$ cat config.mk
export PLATFORM = sky130hd
export DESIGN_NAME = car_signal_ctrl_flat
export DESIGN_NICKNAME = d
export VERILOG_FILES = /design/src/rtl/car_signal_ctrl_if.sv /design/src/rtl/car_signal_ctrl.sv /design/src/flat_wrapper.sv
export SDC_FILE = /design/constraint.sdc
export NUM_CORES = 1
export LEC_CHECK = 0
export ABC_AREA = 1
export CORE_MARGIN = 1
export CORE_UTILIZATION = 45
export DETAILED_ROUTE_END_ITERATION = 16
export PLACE_DENSITY_LB_ADDON = 0.15
export RECOVER_POWER = 50
export SETUP_SLACK_MARGIN = 0.4
export SLEW_MARGIN = 0
export SYNTH_ARGS = -nofsm -noshare
export SYNTH_HDL_FRONTEND = slang
export SYNTH_SLANG_ARGS = --single-unit
$ cat constraint.sdc
create_clock -name clk -period 4.15 [get_ports clk]
set_clock_uncertainty 0.05 [all_clocks]
set_input_delay 0.83 -clock clk [delete_from_list [all_inputs] [get_ports clk]]
set_output_delay 0.83 -clock clk [all_outputs]
set_load 0.005 [all_outputs]
$ cat src/rtl/car_signal_ctrl_if.sv
// Switch/brake inputs and lamp/mode/tick outputs of the car signal controller.
interface car_signal_ctrl_if #(
  parameter int unsigned LAMPS = 3
);
  logic [3:0]       sw;
  logic             brake;
  logic [LAMPS-1:0] left_lamp;
  logic [LAMPS-1:0] right_lamp;
  logic [2:0]       mode;
  logic             tick;

  modport master (output sw, brake, input left_lamp, right_lamp, mode, tick);
  modport slave  (input sw, brake, output left_lamp, right_lamp, mode, tick);
endinterface

$ cat src/rtl/car_signal_ctrl.sv
// Car lamp controller: N-lamp sequential turn sweep, unison hazard flash and brake override.
// Inputs are synchronised (sw also debounced); blink rate comes from an internal tick counter.
module car_signal_ctrl #(
  parameter int unsigned LAMPS       = 3,
  parameter int unsigned HALF_PERIOD = 6000000,
  parameter int unsigned DB_CYCLES   = 240000
) (
  input logic              clk,
  input logic              rst,
  car_signal_ctrl_if.slave bus
);
  localparam int unsigned CNT_W = (HALF_PERIOD > 1) ? $clog2(HALF_PERIOD) : 1;
  localparam int unsigned DB_W  = (DB_CYCLES > 1) ? $clog2(DB_CYCLES) : 1;
  localparam int unsigned PH_W  = (LAMPS + 1 > 1) ? $clog2(LAMPS + 1) : 1;

  localparam logic [CNT_W-1:0] TICK_LAST  = CNT_W'(HALF_PERIOD - 1);
  localparam logic [DB_W-1:0]  DB_LAST    = DB_W'(DB_CYCLES - 1);
  localparam logic [PH_W-1:0]  SWEEP_LAST = PH_W'(LAMPS);

  typedef enum logic [2:0] {
    MODE_IDLE     = 3'd0,
    MODE_STRAIGHT = 3'd1,
    MODE_LEFT     = 3'd2,
    MODE_RIGHT    = 3'd3,
    MODE_HAZARD   = 3'd4
  } mode_e;

  logic [3:0]      sw_meta, sw_sync, sw_cand, sw_db;
  logic            brake_meta, brake_sync;
  logic [DB_W-1:0] db_cnt;

  mode_e            mode_q, mode_d;
  logic [PH_W-1:0]  phase_q, phase_d;
  logic [CNT_W-1:0] tick_cnt_q, tick_cnt_d;
  logic             tick_q, tick_d;
  logic [LAMPS-1:0] left_q, left_d, right_q, right_d;
  logic [LAMPS-1:0] sweep, brake_pat;
  logic             tick_now;

  function automatic mode_e decode_sw(logic [3:0] s);
    case (s)
      4'b0110: return MODE_STRAIGHT;
      4'b1000: return MODE_LEFT;
      4'b0001: return MODE_RIGHT;
      4'b1111: return MODE_HAZARD;
      default: return MODE_IDLE;
    endcase
  endfunction

  // Two-flop synchronisers and a stability counter that holds once the value is accepted
  always_ff @(posedge clk or negedge rst) begin
    if (!rst) begin
      sw_meta    <= '0;
      sw_sync    <= '0;
      sw_cand    <= '0;
      sw_db      <= '0;
      db_cnt     <= '0;
      brake_meta <= 1'b0;
      brake_sync <= 1'b0;
    end else begin
      sw_meta    <= bus.sw;
      sw_sync    <= sw_meta;
      brake_meta <= bus.brake;
      brake_sync <= brake_meta;
      if (sw_sync != sw_cand) begin
        sw_cand <= sw_sync;
        db_cnt  <= '0;
      end else if (db_cnt == DB_LAST) begin
        sw_db <= sw_cand;
      end else begin
        db_cnt <= db_cnt + DB_W'(1);
      end
    end
  end

  always_ff @(posedge clk or negedge rst) begin
    if (!rst) begin
      mode_q     <= MODE_IDLE;
      phase_q    <= '0;
      tick_cnt_q <= '0;
      tick_q     <= 1'b0;
      left_q     <= '1;
      right_q    <= '1;
    end else begin
      mode_q     <= mode_d;
      phase_q    <= phase_d;
      tick_cnt_q <= tick_cnt_d;
      tick_q     <= tick_d;
      left_q     <= left_d;
      right_q    <= right_d;
    end
  end

  always_comb begin
    mode_d     = decode_sw(sw_db);
    tick_now   = (tick_cnt_q == TICK_LAST);
    tick_cnt_d = tick_now ? '0 : tick_cnt_q + CNT_W'(1);
    phase_d    = phase_q;
    left_d     = '1;
    right_d    = '1;

    // A mode change restarts the pattern and beats a coincident tick
    if (mode_d != mode_q) begin
      tick_cnt_d = '0;
      phase_d    = '0;
    end else begin
      case (mode_q)
        MODE_LEFT, MODE_RIGHT:
          if (tick_now) phase_d = (phase_q == SWEEP_LAST) ? '0 : phase_q + PH_W'(1);
        MODE_HAZARD:
          if (tick_now) phase_d = PH_W'(phase_q == '0);
        default:
          phase_d = '0;
      endcase
    end
    tick_d = (tick_cnt_d == TICK_LAST);

    // Active-low lamps: lamps 0..phase lit, all dark at the final phase
    for (int unsigned i = 0; i < LAMPS; i++) begin
      sweep[i] = !((phase_q < SWEEP_LAST) && (PH_W'(i) <= phase_q));
    end
    brake_pat = {LAMPS{~brake_sync}};

    case (mode_q)
      MODE_LEFT: begin
        left_d  = sweep;
        right_d = brake_pat;
      end
      MODE_RIGHT: begin
        left_d  = brake_pat;
        right_d = sweep;
      end
      MODE_HAZARD: begin
        left_d  = {LAMPS{phase_q[0]}};
        right_d = {LAMPS{phase_q[0]}};
      end
      default: begin
        left_d  = brake_pat;
        right_d = brake_pat;
      end
    endcase
  end

  assign bus.mode       = mode_q;
  assign bus.tick       = tick_q;
  assign bus.left_lamp  = left_q;
  assign bus.right_lamp = right_q;
endmodule

$ cat src/flat_wrapper.sv
// flat-port wrapper written by rule: the top's interface ports become plain ports
module car_signal_ctrl_flat 
#(
  parameter int unsigned LAMPS       = 3,
  parameter int unsigned HALF_PERIOD = 6000000,
  parameter int unsigned DB_CYCLES   = 240000
)
  (clk, rst, bus_sw, bus_brake, bus_left_lamp, bus_right_lamp, bus_mode, bus_tick);
  car_signal_ctrl_if #(.LAMPS(LAMPS)) bus_i ();
  input logic clk;
  input logic rst;
  input wire logic [$bits(bus_i.sw)-1:0] bus_sw;
  input wire logic [$bits(bus_i.brake)-1:0] bus_brake;
  output wire logic [$bits(bus_i.left_lamp)-1:0] bus_left_lamp;
  output wire logic [$bits(bus_i.right_lamp)-1:0] bus_right_lamp;
  output wire logic [$bits(bus_i.mode)-1:0] bus_mode;
  output wire logic [$bits(bus_i.tick)-1:0] bus_tick;
  assign bus_i.sw = bus_sw;
  assign bus_i.brake = bus_brake;
  assign bus_left_lamp = bus_i.left_lamp;
  assign bus_right_lamp = bus_i.right_lamp;
  assign bus_mode = bus_i.mode;
  assign bus_tick = bus_i.tick;
  car_signal_ctrl #(.LAMPS(LAMPS), .HALF_PERIOD(HALF_PERIOD), .DB_CYCLES(DB_CYCLES)) u_core (.clk(clk), .rst(rst), .bus(bus_i));
endmodule
---- Word-level counts from Yosys, hierarchy flattened ----
Cells that the tools add are included.
storage, ports and cells
  register bits ........................... 71
  input bits .............................. 7
  logic and storage cells ................. 60
operators by class
  add/subtract/negate cells ............... 3
  $lt $le $gt $ge ......................... 4
  eq/ne operators ......................... 16
  muxes and demuxes ....................... 12
  bitwise logic cells ..................... 2
  reduce and logical (&&, ||, !) cells .... 10
operators by type and width
  operator                                                number
  equality test 23 bit (second input constant)            2
  2-to-1 mux 23 bit                                       2
  2-to-1 mux 18 bit                                       2
  adder 23 x 1 -> 23 bit (second input constant)          1
  adder 18 x 1 -> 18 bit (second input constant)          1
  equality test 18 bit (second input constant)            1
  case mux 3 bit (2 select lines)                         2
  case mux 3 bit (4 select lines)                         1
  equality test 4 bit (second input constant)             2
  2-to-1 mux 2 bit                                        4
  equality test 3 x 2 -> 1 bit (second input constant)    2
  inequality test 3 x 1 -> 1 bit (second input constant)  2
  equality test 4 x 1 -> 1 bit (second input constant)    1
  equality test 4 x 3 -> 1 bit (second input constant)    1
  <= comparator 1 x 2 -> 1 bit (first input constant)     2
  inequality test 4 bit                                   1
  case mux 2 bit (2 select lines)                         1
  AND reduction 2 bit                                     2
  equality test 3 bit (second input constant)             1
  logical AND 1 bit                                       3
  zero test 1 bit                                         3
  inequality test 3 bit                                   1
  adder 2 x 1 -> 2 bit (second input constant)            1
  equality test 2 bit (second input constant)             1
  6 further kinds                                         7

---- Depth between registers and ports, before layout ----
  depth in word-level cells ............... 5
  mapped depth ............................ 14

---- Worst setup path before layout ----
OpenSTA, ideal clock, no wires.
  kind .................................... register -> register
  from .................................... register u_core.tick_cnt_q[0]
  to ...................................... register u_core.tick_q (netlist: u_core.bus.tick)
  library setup time ...................... 0.069 ns
  arrival ................................. 1.566 ns
  data required time ...................... 4.031 ns
  path slack .............................. 2.466 ns
  stages on the path, launching flop included .. 15
  path buffers ............................ 0
  clock period less this slack ............ 1.684 ns
  cells stage by stage .................... dfrtp_1 > ha_1 > nand2_2 > nor2_4 > inv_1 > nor2_1 > nand3_1 > clkinv_1 > nor2_1 > nand2_1 > nor2_1 > nand2_1 > nor2_1 > nand2_1 > nor2_2
between the ends
  cells in the longest elaborated chain, start to end .. 4
ends and longest elaborated chain
  item                                                            line                                          source
  start: declaration                                              car_signal_ctrl.sv:34                         logic [CNT_W-1:0] tick_cnt_q, tick_cnt_d;
  start signal: assignment                                        car_signal_ctrl.sv:87                         tick_cnt_q <= tick_cnt_d;
  adder 23 x 1 -> 23 bit or equality test 23 bit (tied branches)  car_signal_ctrl.sv:97, car_signal_ctrl.sv:96
  2-to-1 mux 23 bit (*)                                           car_signal_ctrl.sv:97                         tick_cnt_d = tick_now ? '0 : tick_cnt_q + CNT_W'(1);
  2-to-1 mux 23 bit (*)                                           car_signal_ctrl.sv:103                        if (mode_d != mode_q) begin
  equality test 23 bit (*)                                        car_signal_ctrl.sv:116                        tick_d = (tick_cnt_d == TICK_LAST);
  net u_core.tick_d                                               car_signal_ctrl.sv:35                         logic tick_q, tick_d;
  end signal: assignment                                          car_signal_ctrl.sv:88                         tick_q <= tick_d;
  end: declaration                                                car_signal_ctrl.sv:35
Mark *: on every way through the listed nets, which the timed path passes. The rest lies on a longest branch.
A chain may end at the register's enable or synchronous reset.

==> impl_metrics.json <==
{
  "drive_gt1_share_pct": 12.1,
  "die-height_um": 93.5,
  "postCtsResizedCells": 0,
  "slew-limit-headroom_pct": -4.44,
  "drc_errors": 0,
  "slowest_delay_ns": 1.11,
  "synth-seq-area-share_pct": 47.4,
  "syn_to_final_growth_pct": 11.4,
  "initial_core_util_pct": 47.5,
  "grt_use_total_pct": 20.0,
  "ios": 17,
  "insertion_delay_ns": 0.35,
  "syn_area_um2": 3760,
  "async_flop_share_pct": 100,
  "avgSynthCellArea_um2": 7.86,
  "die-width_um": 93.5,
  "grt_antenna_before_repair": 0,
  "synth-edff-count": 0,
  "rsz0062_at_grt": "false",
  "synth_seq_cells": 71,
  "min_path_type": "reg2reg",
  "cp_top_family": "buffers and inverters",
  "dieArea_um2": 8740,
  "finalHoldViolations": 0,
  "crit_path_end_kind": "async pin",
  "firstDrtPassIters": 4,
  "finalCritPeriodShare_pct": 63.9,
  "yosysWarnings": 0,
  "crit_buf_inv": 2,
  "tightest_slew_ns": 1.57,
  "cts_buffer_depth": 2,
  "drt.antenna.violating_nets": 0,
  "synth_area_leaders": "dfrtp_1, nand2_1, inv_1",
  "cts_sinks": 71,
  "grt_max_degree": 44,
  "synth.distinct_cells": 36,
  "gp_congestion": 0.903,
  "clockRootBuffer": "clkbuf_8",
  "diodes": 0,
  "tns_ns": 0,
  "htreeDepth": 3,
  "p_per_area_nw_per_um2": 309,
  "p_total_uw": 1300,
  "routedWlPerCell_um": 12.6,
  "period_minus_slack_ns": 2.65,
  "initialDrtViolationCount": 156,
  "rows": 32,
  "cp.required_ns": 4.42,
  "syn_inst": 479,
  "report.final.slew_viol_count": 30,
  "synth.most_common_cell": "nand2_1",
  "crit_type": "in2async",
  "port_buffers": 16,
  "nFillCells": 751,
  "p_leak_uw": 0.00197,
  "synth_flop_cell": "dfrtp_1",
  "violations": "max-capacitance violations, max-slew violations",
  "max_freq_mhz": 377,
  "cts_setup_buffers": 0,
  "slowest_stage": "clkbuf_1",
  "numCtsBuffers": 9,
  "grt_overflow": 0,
  "fin_nets": 512,
  "synth_top_cell_by_area": "dfrtp_1",
  "finalSetupViolations": 0,
  "clk_pin_slew_ns": 0.08,
  "start_kind": "input pin",
  "cp_cell_sequence": "clkbuf_1, clkbuf_2",
  "dr_total_vias": 3058,
  "ir_drop_v": 0.000227,
  "synth_commonest_cells": "nand2_1, dfrtp_1, inv_1",
  "drv_cap": 1,
  "grt_pass1_wl_um": 13300,
  "cts_hold_buf": 0,
  "status": "complete, but fails checks",
  "core_um2": 7930,
  "crit_fanout": 43,
  "grt_pass1_vias": 2918,
  "routed_wl_um": 7620,
  "synth_top_area_share_pct": 43.2,
  "cts_tree": "done",
  "arrival_ns": 2.92,
  "viasPerCell": 5.04,
  "place_hpwl_um": 5720,
  "synth.net_count": 491
}
[through the flow]
step / cells / hold slack, ns / utilization [%] / worst slack, ns / cell area, um2
final: 607 / 0.303 / 52.9 / 1.50 / 4190
after global routing: 607 / 0.311 / 52.9 / 0.957 / 4190
after CTS: 607 / 0.306 / 53.1 / 1.90 / 4210
after detailed placement: 591 / 0.287 / 50.6 / 2.16 / 4010
after global placement: 591 / 0.283 / 50.6 / 2.18 / 4010
after floorplan: 479 / 0.281 / - / 2.47 / 3760
[layout by cell type, fill, tap and decap left out, types with 2 or more instances in the layout]
cell	Yosys	routed
nand2_1	114	115
a21oi_1	10	10
dfrtp_1	65	65
dfstp_2	6	6
a21oi_2	2	2
inv_2	7	7
o21bai_1	2	2
clkdlybuf4s50_1	0	10
nor2_4	6	6
clkinvlp_4	0	2
o21ai_1	3	3
xor2_1	7	7
nand4_1	11	11
nand3_2	3	2
ha_1	5	5
xnor2_1	3	3
nor2_1	62	64
clkbuf_1	4	2
clkbuf_8	0	9
o21ai_0	19	19
or2_2	4	4
inv_1	63	63
a31oi_1	3	3
dlygate4sd3_1	0	5
nor2_2	10	8
inv_6	0	2
nand2_2	6	5
nor3_1	10	10
nand2_4	2	2
nor4_1	2	2
nand3_1	39	40
[logic make-up (layout without fill, tap and decap cells)]
kind of cell / count (synthesis) / count (layout) / synth area share, %
and+or+nand+nor: 273 / 273 / 34.1
DFF: 71 / 71 / 47.4
buffers and inverters: 78 / 104 / 8.18
xor gates and xnor gates: 10 / 10 / 2.33
adders and majority gates: 5 / 5 / 1.66
AOI/OAI and AO/OA: 42 / 42 / 6.31
[sequential cells by signal, indices dropped and copies added (netlist names), 2 cells and up]
signal	count
u_core.db_cnt	18
u_core.sw_db	4
u_core.bus.mode	3
u_core.bus.right_lamp	3
u_core.phase_q	2
u_core.tick_cnt_q	23
u_core.sw_meta	4
u_core.sw_cand	4
u_core.bus.left_lamp	3
u_core.sw_sync	4
[layout make-up]
type	count	area [um2]	share of cell area, %
Sequential cell	71	1780	42.6
Multi-Input combinational cell	330	1660	39.6
Inverter	71	267	6.36
Timing Repair Buffer	17	159	3.79
Clock buffer	10	128	3.04
Tap cell	102	128	3.04
Clock inverter	6	67.6	1.61
[per-layer routing]
metal | global-route usage [%] | vias to the layer above | part of all wire [%]
met5 | 0 | - | 0
met4 | 7.56 | 0 | 2.4
met3 | 5.45 | 18 | 3.4
met2 | 35.2 | 59 | 48
met1 | 23.2 | 1421 | 46
li1 | - | 1560 | -
[report_power, final]
| part | internal (uW) | switching [uW] | total (uW) |
|---|---|---|---|
| Sequential | 704 | 4.56 | 708 |
| Clock | 281 | 274 | 555 |
| Combinational | 12.4 | 21.4 | 33.8 |
[final timing paths]
kind | startpoint | end | slack (ns) | depth (start not counted)
min | u_core.sw_meta[2]$_DFF_PN0_ | u_core.sw_sync[2]$_DFF_PN0_ | 0.30 | 0
min reg2reg | u_core.sw_meta[2]$_DFF_PN0_ | u_core.sw_sync[2]$_DFF_PN0_ | 0.30 | 0
min in group asynchronous | rst | u_core.brake_sync$_DFF_PN0_ | 0.80 | 1
max | rst | u_core.db_cnt[4]$_DFFE_PN0N_ | 1.50 | 2
max reg2reg | u_core.sw_db[1]$_DFFE_PN0P_ | u_core.bus.tick$_DFF_PN0_ | 2.00 | 13
max in group clk | u_core.bus.left_lamp[2]$_DFF_PN1_ | bus_left_lamp[2] | 1.91 | 1
(Power assumes the default switching activity.)
